## src/rtl/mem_bus_bridge.sv

```systemverilog
// Single-outstanding bridge from a decoupled memory request/response pair to a
// Wishbone B4 classic master. A watchdog forces completion if the slave never answers.
module mem_bus_bridge #(
  parameter int ADDR_WIDTH = 32,
  parameter int DATA_WIDTH = 32,
  parameter int TIMEOUT    = 255
) (
  input  logic                    clk,
  input  logic                    rst,
  input  logic                    req_valid,
  output logic                    req_ready,
  input  logic [ADDR_WIDTH-1:0]   req_a,
  input  logic                    req_we,
  input  logic [DATA_WIDTH/8-1:0] req_be,
  input  logic [DATA_WIDTH-1:0]   req_d,
  output logic                    resp_valid,
  input  logic                    resp_ready,
  output logic [DATA_WIDTH-1:0]   resp_data,
  output logic                    bus_err,
  output logic                    wb_cyc_o,
  output logic                    wb_stb_o,
  output logic                    wb_we_o,
  output logic [ADDR_WIDTH-1:0]   wb_adr_o,
  output logic [DATA_WIDTH/8-1:0] wb_sel_o,
  output logic [DATA_WIDTH-1:0]   wb_dat_o,
  input  logic [DATA_WIDTH-1:0]   wb_dat_i,
  input  logic                    wb_ack_i,
  input  logic                    wb_err_i
);

  localparam int TW = (TIMEOUT < 2) ? 1 : $clog2(TIMEOUT + 1);
  localparam logic [TW-1:0] TLAST = (TIMEOUT == 0) ? '0 : TW'(TIMEOUT - 1);

  typedef enum logic [1:0] {IDLE, BUS, RESP} state_t;

  state_t                  state_q, state_d;
  logic                    cyc_q, cyc_d;
  logic                    stb_q, stb_d;
  logic                    we_q, we_d;
  logic [ADDR_WIDTH-1:0]   adr_q, adr_d;
  logic [DATA_WIDTH/8-1:0] sel_q, sel_d;
  logic [DATA_WIDTH-1:0]   dat_q, dat_d;
  logic [DATA_WIDTH-1:0]   rdata_q, rdata_d;
  logic                    err_q, err_d;
  logic                    resp_valid_q, resp_valid_d;
  logic [TW-1:0]           timer_q, timer_d;
  logic                    timed_out;

  assign timed_out = (TIMEOUT != 0) && (timer_q == TLAST);

  always_comb begin
    state_d      = state_q;
    cyc_d        = cyc_q;
    stb_d        = stb_q;
    we_d         = we_q;
    adr_d        = adr_q;
    sel_d        = sel_q;
    dat_d        = dat_q;
    rdata_d      = rdata_q;
    err_d        = err_q;
    resp_valid_d = resp_valid_q;
    timer_d      = timer_q;
    req_ready    = 1'b0;

    case (state_q)
      IDLE: begin
        req_ready = 1'b1;
        if (req_valid) begin
          adr_d   = req_a;
          we_d    = req_we;
          sel_d   = req_be;
          dat_d   = req_d;
          cyc_d   = 1'b1;
          stb_d   = 1'b1;
          timer_d = '0;
          state_d = BUS;
        end
      end
      BUS: begin
        // ack wins over err, err wins over the watchdog
        if (wb_ack_i) begin
          cyc_d        = 1'b0;
          stb_d        = 1'b0;
          rdata_d      = we_q ? '0 : wb_dat_i;
          err_d        = 1'b0;
          resp_valid_d = 1'b1;
          state_d      = RESP;
        end else if (wb_err_i || timed_out) begin
          cyc_d        = 1'b0;
          stb_d        = 1'b0;
          rdata_d      = '0;
          err_d        = 1'b1;
          resp_valid_d = 1'b1;
          state_d      = RESP;
        end else if (timer_q != '1) begin
          timer_d = timer_q + 1'b1;
        end
      end
      RESP: begin
        if (resp_ready) begin
          resp_valid_d = 1'b0;
          state_d      = IDLE;
        end
      end
      default: state_d = IDLE;
    endcase
  end

  always_ff @(posedge clk) begin
    if (!rst) begin
      state_q      <= IDLE;
      cyc_q        <= 1'b0;
      stb_q        <= 1'b0;
      we_q         <= 1'b0;
      adr_q        <= '0;
      sel_q        <= '0;
      dat_q        <= '0;
      rdata_q      <= '0;
      err_q        <= 1'b0;
      resp_valid_q <= 1'b0;
      timer_q      <= '0;
    end else begin
      state_q      <= state_d;
      cyc_q        <= cyc_d;
      stb_q        <= stb_d;
      we_q         <= we_d;
      adr_q        <= adr_d;
      sel_q        <= sel_d;
      dat_q        <= dat_d;
      rdata_q      <= rdata_d;
      err_q        <= err_d;
      resp_valid_q <= resp_valid_d;
      timer_q      <= timer_d;
    end
  end

  assign wb_cyc_o   = cyc_q;
  assign wb_stb_o   = stb_q;
  assign wb_we_o    = we_q;
  assign wb_adr_o   = adr_q;
  assign wb_sel_o   = sel_q;
  assign wb_dat_o   = dat_q;
  assign resp_valid = resp_valid_q;
  assign resp_data  = rdata_q;
  assign bus_err    = resp_valid_q & err_q & resp_ready;

endmodule
```

## config.mk

```make
export PLATFORM = sky130hd
export DESIGN_NAME = mem_bus_bridge
export DESIGN_NICKNAME = d
export VERILOG_FILES = /design/src/rtl/mem_bus_bridge.sv
export SDC_FILE = /design/constraint.sdc
export NUM_CORES = 1
export LEC_CHECK = 0
export CAP_MARGIN = 30
export CORE_MARGIN = 5
export CORE_UTILIZATION = 41
export DETAILED_ROUTE_END_ITERATION = 8
export GPL_TIMING_DRIVEN = 0
export PLACE_DENSITY = 0.89
export SLEW_MARGIN = 20
export SYNTH_ARGS = -nofsm -noshare
export SYNTH_HDL_FRONTEND = slang
export SYNTH_SLANG_ARGS = --single-unit
```

## constraint.sdc

```tcl
create_clock -name clk -period 2 [get_ports clk]
set_input_delay 0.4 -clock clk [delete_from_list [all_inputs] [get_ports clk]]
set_output_delay 0.4 -clock clk [all_outputs]
set_load 0.005 [all_outputs]
```

==> metrics.yaml, run 1 <==
clock_network:
  cts_max_path_buffers: 2
  cts_buffers: 17
  cts_max_level: 4
  cts_setup_buffers: 0
  cts_tree: "done"
  cts_hold_buf: 0
  clkSlewWorstSetupHoldPaths_ns: 0.06
  clock_latency_ns: 0.52
  root_buffer: "clkbuf_8"
  clkSinkCount: 114
yosys:
  yosysTopAreaCell: "dfxtp_1"
  synth_top_family_by_area: "compound AO/OA/AOI/OAI gates"
  netlist_instances: 524
  synth-seq-cells: 114
  synth_edf_count: 0
  muxShareOfSynthArea: 0
  yosys.area_share.adder: 0.00557
  async_flop_share: 0
  synth_nets: 633
  synthXorXnorAreaFrac: 0
  ys_seq_area_frac: 0.508
  synth_top_cell_area_share: 0.508
  synth_compound_area_frac: 0.246
  ys_types: 36
  synthesis.yosys.warnings: 0
  synth-simple-area-share: 0.189
  syn_area_sq_um: 4490
  synth-main-ff-cell: "dfxtp_1"
  synth_area_leaders: "dfxtp_1 (51%), a21boi_1 (17%), nand2_1 (15%)"
  postSynthAreaPerCell_sq_um: 8.58
layout:
  layoutNonFillerInstCount: 907
  fin_util: 0.684
  fin_area_sq_um: 7380
  area_growth_pct: 64.1
  num-nets-final: 863
  drive_gt1_frac: 0.0847
  num_antenna_cells: 0
place:
  place_inst: 875
  gp_congestion: 0.849
  hpwl_mm: 10.7
  placed_cell_area_sq_um: 6780
  dp_slack_ns: 0.0116
  port_buffers: 211
sta:
  rsz0062_at_grt: "no"
  tightest_slew_ns: 0.454
  finClkSkew_ns: 0.00784
  timing.setup.tns_ns: 0
  setup_ws_ns: 0.113
  maxSlewHeadroom: 0.698
  finalSetupViolCount: 0
  period_minus_slack_ns: 1.89
  drv_slew: 0
  fin_crit_sh: 0.943
  finalHoldViolCount: 0
  fmax_ghz: 0.530
  holdWs_ns: 0.419
die:
  num_rows: 38
  start_util: 0.416
  die-area_sq_um: 13200
  die_w_microns: 115
  die-height_microns: 115
  io-pin-count: 213
  coreArea_sq_um: 10800
worst_setup_path:
  crit_path_end_kind: "output port"
  crit_fanout: 3
  r2r-end: "timer_q[4]"
  slowest_delay_ns: 0.48
  required_ns: 1.60
  worst_path_max_delay_cell: "clkdlybuf4s50_1"
  reg2reg_from: "timer_q[0]"
  crit_type: "flop to output port"
  reg2reg_depth: 6
  r2r_slack_ns: 0.30
  start_kind: "flop"
  critPathArrivalTime_ns: 1.49
  path_cells: "buf_4 -> clkdlybuf4s50_1"
routing:
  drc: 0
  wire_per_inst_microns: 15.6
  wl_mm: 14.1
  vias: 4504
  detail-route-antenna-nets: 0
  viasPerCell: 4.97
  first_iter_violations: 196
  first_pass_iters: 4
grt:
  grt_use_total: 0.212
  grt_first_pass_wirelength_mm: 22.0
  gr-total-overflow: 0
  antenna_found_initial: 0
  grt_max_degree: 17
  grt_pass1_vias: 4623
power:
  leakage_nw: 2.81
  finalPower_mw: 6.33
  vdd_drop_max_mv: 0.465
  p_per_area_nw_per_um2: 857
outcome:
  outcome: "finished, final reports clean"
worst_hold_path:
  timing.hold.worst_endpoint: "wb_adr_o[9]"
  worstHoldPathCells: 3
  hp-class: "primary input to flop"
  hold_start: "req_a[9]"
flow_run:
  cap_violations: 0
==> worst max path at each step <==
stage / startpoint / end / cells past startpoint
after detailed placement: resp_ready / bus_err / 3
after global placement: resp_ready / bus_err / 3
after floorplan: timer_q[0] / timer_q[1] / 6
after global routing: wb_stb_o / wb_stb_o / 2
after CTS: resp_ready / bus_err / 3
final: wb_stb_o / wb_stb_o / 2
==> layout by cell type, fill, tap and decap left out, types with 2 or more instances in the layout <==
| master | count |
|---|---|
| o211ai_2 | 2 |
| o21ai_1 | 34 |
| dfxtp_1 | 114 |
| ha_1 | 2 |
| and3_1 | 3 |
| clkbuf_16 | 16 |
| a31oi_1 | 8 |
| inv_1 | 4 |
| nand3_1 | 5 |
| bufinv_16 | 3 |
| clkinv_2 | 5 |
| buf_2 | 11 |
| clkdlybuf4s50_1 | 209 |
| clkinv_4 | 3 |
| nand2_1 | 177 |
| buf_4 | 10 |
| a21boi_1 | 101 |
| o21a_1 | 3 |
| clkbuf_1 | 12 |
| nand2b_1 | 3 |
| clkinvlp_4 | 3 |
| buf_6 | 3 |
| nor2_2 | 2 |
| and2_1 | 2 |
| a21oi_1 | 5 |
| clkbuf_8 | 2 |
| nor2_1 | 7 |
==> cell families after synthesis <==
kind of cell / after synthesis
adders and majority gates: 2
AOI/OAI and AO/OA: 159
buffers and inverters: 42
and+or+nand+nor: 207
DFF: 114
==> cell type report <==
type / instances / area (sq um)
buffer: 38 / 218
clock buffer: 18 / 428
tap: 140 / 175
inverter: 4 / 15.0
clock inverter: 14 / 164
timing repair buffer: 211 / 2110
multi-input combinational: 368 / 1980
fill: 815 / 3420
sequential: 114 / 2280
==> repair_timing <==
action | CTS | global route
setup endpoints to repair | 1 | 1
gates cloned | 0 | 0
gates resized for setup | 2 | 1
pin swaps | 1 | 0
==> power by group <==
part           switching [mW]  internal (mW)
Combinational           0.360          0.529
Clock                    1.06           1.92
Sequential             0.0677           2.39
==> worst max-delay path, delay by kind of cell (launching register included) <==
family | cells | cell delay (ns)
buf+inv | 2 | 0.60
flops | 1 | 0.36
==> routing by layer <==
layer | up-vias | wire, microns | global-route usage
met5 | - | 0 | 0
met4 | 0 | 407 | 0.0861
met3 | 39 | 1420 | 0.100
met2 | 193 | 7010 | 0.370
met1 | 2061 | 5300 | 0.219
li1 | 2211 | - | -
==> sequential cells by signal (all words and copies together) (netlist names) <==
| register | cells |
|---|---|
| state_q | 2 |
| wb_sel_o | 4 |
| wb_stb_o | 1 |
| err_q | 1 |
| wb_dat_o | 32 |
| resp_valid | 1 |
| resp_data | 32 |
| wb_we_o | 1 |
| wb_adr_o | 32 |
| timer_q | 8 |
==> synth_stat cells, drive strengths merged (2+ instances only) <==
master / n
nand2: 177
dfxtp: 114
a21boi: 101
o21ai: 35
buf: 25
clkbuf: 13
nor2: 9
a31oi: 8
nand3: 6
a21oi: 5
inv: 4
o21a: 4
and3: 3
nand2b: 3
o211ai: 3
and2: 2
ha: 2
Note: power is estimated with default switching activity, not from simulation.
==> run 2: changes to the inputs <==
Settings changed: SETUP_SLACK_MARGIN set to 0.3.
==> run 2 against run 1 <==
First-iteration DRC count down 9.7%. Die area stayed put. Sequential share of layout area increased by 0.55 points. Largest cell class is now sequential cells.
==> metrics.yaml, run 2 (synthesis results as in run 1) <==
grt:
  gr-total-overflow: 0  # unchanged
  grt_use_total: 0.212  # -0.000442
  grt_max_degree: 17  # unchanged
  grt_pass1_vias: 4621  # -0.043%
  grt_first_pass_wirelength_mm: 22.0  # about the same
  antenna_found_initial: 0  # unchanged
worst_hold_path:
  timing.hold.worst_endpoint: "state_q[1]"
  worstHoldPathCells: 3  # unchanged
  hold_start: "resp_ready"
  hp-class: "primary input to flop"
routing:
  wl_mm: 14.2  # +0.40%
  viasPerCell: 4.97  # +0.11%
  first_iter_violations: 177  # -9.7%
  drc: 0  # unchanged
  first_pass_iters: 4  # unchanged
  vias: 4519  # +0.33%
  detail-route-antenna-nets: 0  # unchanged
  wire_per_inst_microns: 15.6  # +0.18%
place:
  placed_cell_area_sq_um: 6780  # unchanged
  place_inst: 875  # unchanged
  hpwl_mm: 10.7  # unchanged
  gp_congestion: 0.849  # unchanged
  port_buffers: 211  # unchanged
sta:
  rsz0062_at_grt: "yes"
  finClkSkew_ns: 0.00747  # -0.000362 ns
  holdWs_ns: 0.392  # -0.0267 ns
  finalHoldViolCount: 0  # unchanged
  drv_slew: 0  # unchanged
  fmax_ghz: 0.617  # +16%
  fin_crit_sh: 0.811  # -0.133
  tightest_slew_ns: 0.464  # +0.0103 ns
  period_minus_slack_ns: 1.62  # -0.265 ns
  maxSlewHeadroom: 0.691  # -0.00686
  finalSetupViolCount: 0  # unchanged
  timing.setup.tns_ns: 0  # unchanged
power:
  vdd_drop_max_mv: 0.463  # -0.44%
  finalPower_mw: 6.24  # -1.4%
  p_per_area_nw_per_um2: 857  # about the same
  leakage_nw: 3.23  # +15%
die:
  num_rows: 38  # unchanged
  io-pin-count: 213  # unchanged
  die-area_sq_um: 13200  # unchanged
  coreArea_sq_um: 10800  # unchanged
  die_w_microns: 115  # unchanged
  start_util: 0.416  # unchanged
  die-height_microns: 115  # unchanged
worst_setup_path:
  critPathArrivalTime_ns: 1.22  # -0.27 ns
  crit_fanout: 7  # +4
  crit_type: "flop to output port"
  reg2reg_depth: 5  # -1
  r2r-end: "timer_q[4]"
  required_ns: 1.60  # about the same
  reg2reg_from: "timer_q[1]"
  r2r_slack_ns: 0.38  # +0.08 ns
  slowest_delay_ns: 0.36  # -0.12 ns
  crit_path_end_kind: "output port"
  startpoint: "state_q[0]"
  start_kind: "flop"
  worst_path_max_delay_cell: "dfxtp_2"
  path_cells: "nor2_4 -> clkdlybuf4s15_1"
layout:
  layoutNonFillerInstCount: 909  # +0.22%
  drive_gt1_frac: 0.0988  # +0.0141
  num_antenna_cells: 0  # unchanged
  final_common_cell: "nand2_1"
  num-nets-final: 865  # +0.23%
  area_growth_pct: 62.0
  fin_area_sq_um: 7280  # -1.3%
  most-common-layout-cells: "nand2_1 (177), dfxtp_1 (108), dlygate4sd2_1 (105)"
clock_network:
  clkSinkCount: 114  # unchanged
  cts_max_level: 4  # unchanged
  cts_tree: "done"
  clock_latency_ns: 0.52  # about the same
  cts_hold_buf: 0  # unchanged
  cts_buffers: 17  # unchanged
  cts_max_path_buffers: 2  # unchanged
  clkSlewWorstSetupHoldPaths_ns: 0.06  # about the same
  root_buffer: "clkbuf_8"
flow_run:
  cap_violations: 0  # unchanged
outcome:
  outcome: "finished, final reports clean"
-- run 2: worst max-delay path by stage --
stage                       endpoint
after global routing      timer_q[4]
after detailed placement     bus_err
after global placement       bus_err
final                      req_ready
after floorplan           timer_q[1]
after CTS                  req_ready
-- run 2: where the power goes --
part	internal (mW)	switching, mW
Combinational	0.451	0.359
Clock	1.92	1.05
Sequential	2.40	0.0643
Total	4.76	1.48
-- run 2: area by class of cell --
| class | instances | area [sq um] |
|---|---|---|
| buffer | 38 | 218 |
| tap | 140 | 175 |
| fill | 866 | 3510 |
| clock buffer | 18 | 428 |
| timing repair buffer | 213 | 2000 |
| sequential | 114 | 2290 |
| clock inverter | 14 | 164 |
| inverter | 4 | 15.0 |
| multi-input combinational | 368 | 1990 |
-- run 2: timing repair --
action                     in CTS  in global routing
pin swaps                       1                  4
resized for setup             111                 10
setup buffers                   0                  2
setup endpoints to repair     106                 17
hold endpoints to repair        0                  0
-- run 2: through the flow --
step                      worst slack, ns   util
final                               0.378  0.674
after global routing                0.284  0.674
after CTS                           0.255  0.671
after detailed placement           0.0116  0.628
after global placement             0.0114  0.628
after floorplan                     0.555      -
-- run 2: routing by layer --
metal,global-route usage,wire (microns),up-vias
met5,0,0,-
met4,0.0931,423,0
met3,0.0973,1340,39
met2,0.365,7030,182
met1,0.221,5390,2081
li1,-,-,2217
-- run 2: worst max-delay path: cells and delay by family, from the launching register on --
family | cells | cell delay (ns)
buffers and inverters | 1 | 0.22
AND/OR/NAND/NOR | 1 | 0.12
flip-flops | 1 | 0.36
==> run 3: changes to the inputs <==
Clock period 2 ns to 1.5 ns, I/O delays scaled along.
==> run 3 against run 2 <==
Hold slack lost 0.062 ns. Clock skew grew 0.0030 ns. Register-to-register slack lost 0.40 ns. Clock-buffer cell count grew 2. Utilization grew 14 points. Critical path depth grew 5. The flow now finishes with violations (negative setup slack). Sequential power grew 36%. First-iteration DRC count grew 53%. Final cell count grew 4.4%. Largest cell class is now buffers.
==> metrics.yaml, run 3 (synthesis results as in run 1) <==
routing:
  vias: 4927  # +9.0%
  detail-route-antenna-nets: 0  # unchanged
  first_pass_iters: 5  # +1
  drc: 0  # unchanged
  wire_per_inst_microns: 19.4  # +24%
  first_iter_violations: 270  # +53%
  wl_mm: 18.4  # +30%
  viasPerCell: 5.19  # +4.4%
die:
  die-area_sq_um: 13200  # unchanged
  die-height_microns: 115  # unchanged
  die_w_microns: 115  # unchanged
  io-pin-count: 213  # unchanged
  start_util: 0.416  # unchanged
  coreArea_sq_um: 10800  # unchanged
  num_rows: 38  # unchanged
sta:
  maxSlewHeadroom: 0.712  # +0.0209
  tightest_slew_ns: 0.432  # -0.0313 ns
  setup_ws_ns: -0.0174  # -0.396 ns
  drv_slew: 0  # unchanged
  period_minus_slack_ns: 1.52
  finalHoldViolCount: 0  # unchanged
  rsz0062_at_grt: "yes"
  fmax_ghz: 0.659
  finClkSkew_ns: 0.0105  # +0.00299 ns
  finalSetupViolCount: 15  # +15
  fin_crit_sh: 1.01
clock_network:
  clkSlewWorstSetupHoldPaths_ns: 0.06  # about the same
  cts_max_level: 4  # unchanged
  cts_hold_buf: 0  # unchanged
  clkSinkCount: 114  # unchanged
  clock_latency_ns: 0.51  # about the same
  cts_tree: "done"
  cts_buffers: 17  # unchanged
  cts_max_path_buffers: 2  # unchanged
  root_buffer: "clkbuf_8"
power:
  p_per_area_nw_per_um2: 1060  # +24%
  p_sw_frac: 0.249  # +0.0121
  vdd_drop_max_mv: 0.663  # +43%
  pwr-share-clk: 0.455  # -0.021
  sequentialPowerShare: 0.360  # -0.034
  finalPower_mw: 9.28  # +49%
  intPower_mw: 6.98  # +46%
  p_switching_mw: 2.31  # +56%
  leakage_nw: 3.70  # +15%
  pwr-share-comb: 0.185  # +0.055
grt:
  grt_first_pass_wirelength_mm: 25.0  # +13%
  gr-total-overflow: 0  # unchanged
  grt_pass1_vias: 5091  # +10%
  antenna_found_initial: 0  # unchanged
  grt_max_degree: 17  # unchanged
  grt_use_total: 0.239  # +0.0275
worst_setup_path:
  start_kind: "flop"
  r2r-end: "resp_data[31]"
  r2r_slack_ns: -0.02  # -0.40 ns
  endpoint: "resp_data[31]"
  crit_fanout: 9  # +2
  startpoint: "timer_q[0]"
  critPathArrivalTime_ns: 1.91  # +0.69 ns
  reg2reg_depth: 7  # +2
  crit_path_end_kind: "flop"
  required_ns: 1.89  # +0.29 ns
  crit_type: "flop to flop"
  reg2reg_from: "timer_q[0]"
outcome:
  violations: "negative setup slack"
  outcome: "finished with violations"
place:
  placed_cell_area_sq_um: 6800  # +0.26%
  gp_congestion: 0.835  # -1.6%
  dp_slack_ns: -0.360  # -0.371 ns
  port_buffers: 211  # unchanged
  hpwl_mm: 10.9  # +1.7%
layout:
  num-nets-final: 905  # +4.6%
  most-common-layout-cells: "nand2_1 (107), clkdlybuf4s50_1 (105), dfxtp_2 (104)"
  area_growth_pct: 94.5
  fin_util: 0.810  # +0.135
  n_fill_cell: 600  # -31%
  num_antenna_cells: 0  # unchanged
  drive_gt1_frac: 0.562  # +0.464
  fin_area_sq_um: 8740  # +20%
  final_common_cell: "nand2_1"
worst_hold_path:
  hold_start: "wb_dat_i[15]"
  hp-class: "primary input to flop"
flow_run:
  cap_violations: 0  # unchanged
## run 3: cell types whose count changed in the layout (fill, tap and decap cells not counted), sizes merged
cell,delta
clkinvlp,+1
bufinv,+1
clkdlybuf4s15,-2
clkinv,-4
dlygate4sd2,-105
clkbuf,+5
buf,+143
clkdlybuf4s50,+1
## run 3: final cells by class
type,count,area (sq um),area share
multi-input cells,368,2640,0.302
repair buffers,253,2500,0.286
flip-flops and latches,114,2430,0.278
clock buffers,20,445,0.0510
plain buffers,38,350,0.0401
clock inverters,12,181,0.0208
well taps,140,175,0.0200
inverters,4,17.5,0.00200
## run 3: what timing repair did
action                                  in CTS  in global routing
gates cloned                                 8                  3
pin swaps                                   16                 86
setup buffers                               21                 10
gates resized for setup                    626                227
endpoints found under the setup margin     219                219
## run 3: stage by stage
| step | instances | setup TNS, ns | hold slack (ns) |
|---|---|---|---|
| floorplan | 524 | 0 | 0.435 |
| global placement | 875 | -16.27 | 0.440 |
| detailed placement | 875 | -19.00 | 0.448 |
| CTS | 936 | 0 | 0.303 |
| global route | 949 | -2.54 | 0.330 |
| finish | 949 | -0.0890 | 0.330 |
## run 3: per-layer routing
| metal | vias to the layer above | share of wire | GRT usage |
|---|---|---|---|
| met1 | 2364 | 0.34 | 0.245 |
| met4 | 0 | 0.032 | 0.103 |
| met3 | 47 | 0.074 | 0.0830 |
| met5 | - | 0 | 0 |
| met2 | 214 | 0.55 | 0.439 |
| li1 | 2302 | - | - |
## run 3: critical path, cell delays in order, from the launching register on
cell and delay (ns):
dfxtp_4 0.37, inv_4 0.07, ha_4 0.14, nand3_2 0.11
o21a_4 0.31, buf_4 0.16, o21ai_1 0.14, a21boi_1 0.08
## run 3: how the worst min path moves through the flow
stage / end / cells past startpoint
after CTS: wb_dat_o[27] / 3
after global routing: resp_data[20] / 3
after floorplan: wb_adr_o[0] / 2
after global placement: wb_dat_o[10] / 2
after detailed placement: wb_dat_o[24] / 2
final: resp_data[15] / 3
## run 3: power groups by stage
| stage | logic, mW | clock network, mW | registers [mW] |
|---|---|---|---|
| finish | 1.71 | 4.23 | 3.34 |
| detailed placement | 1.19 | 0 | 3.35 |
| global route | 1.81 | 4.43 | 3.36 |
| floorplan | 0.441 | 0 | 3.35 |
| global placement | 1.16 | 0 | 3.33 |
| CTS | 1.29 | 4.26 | 3.33 |
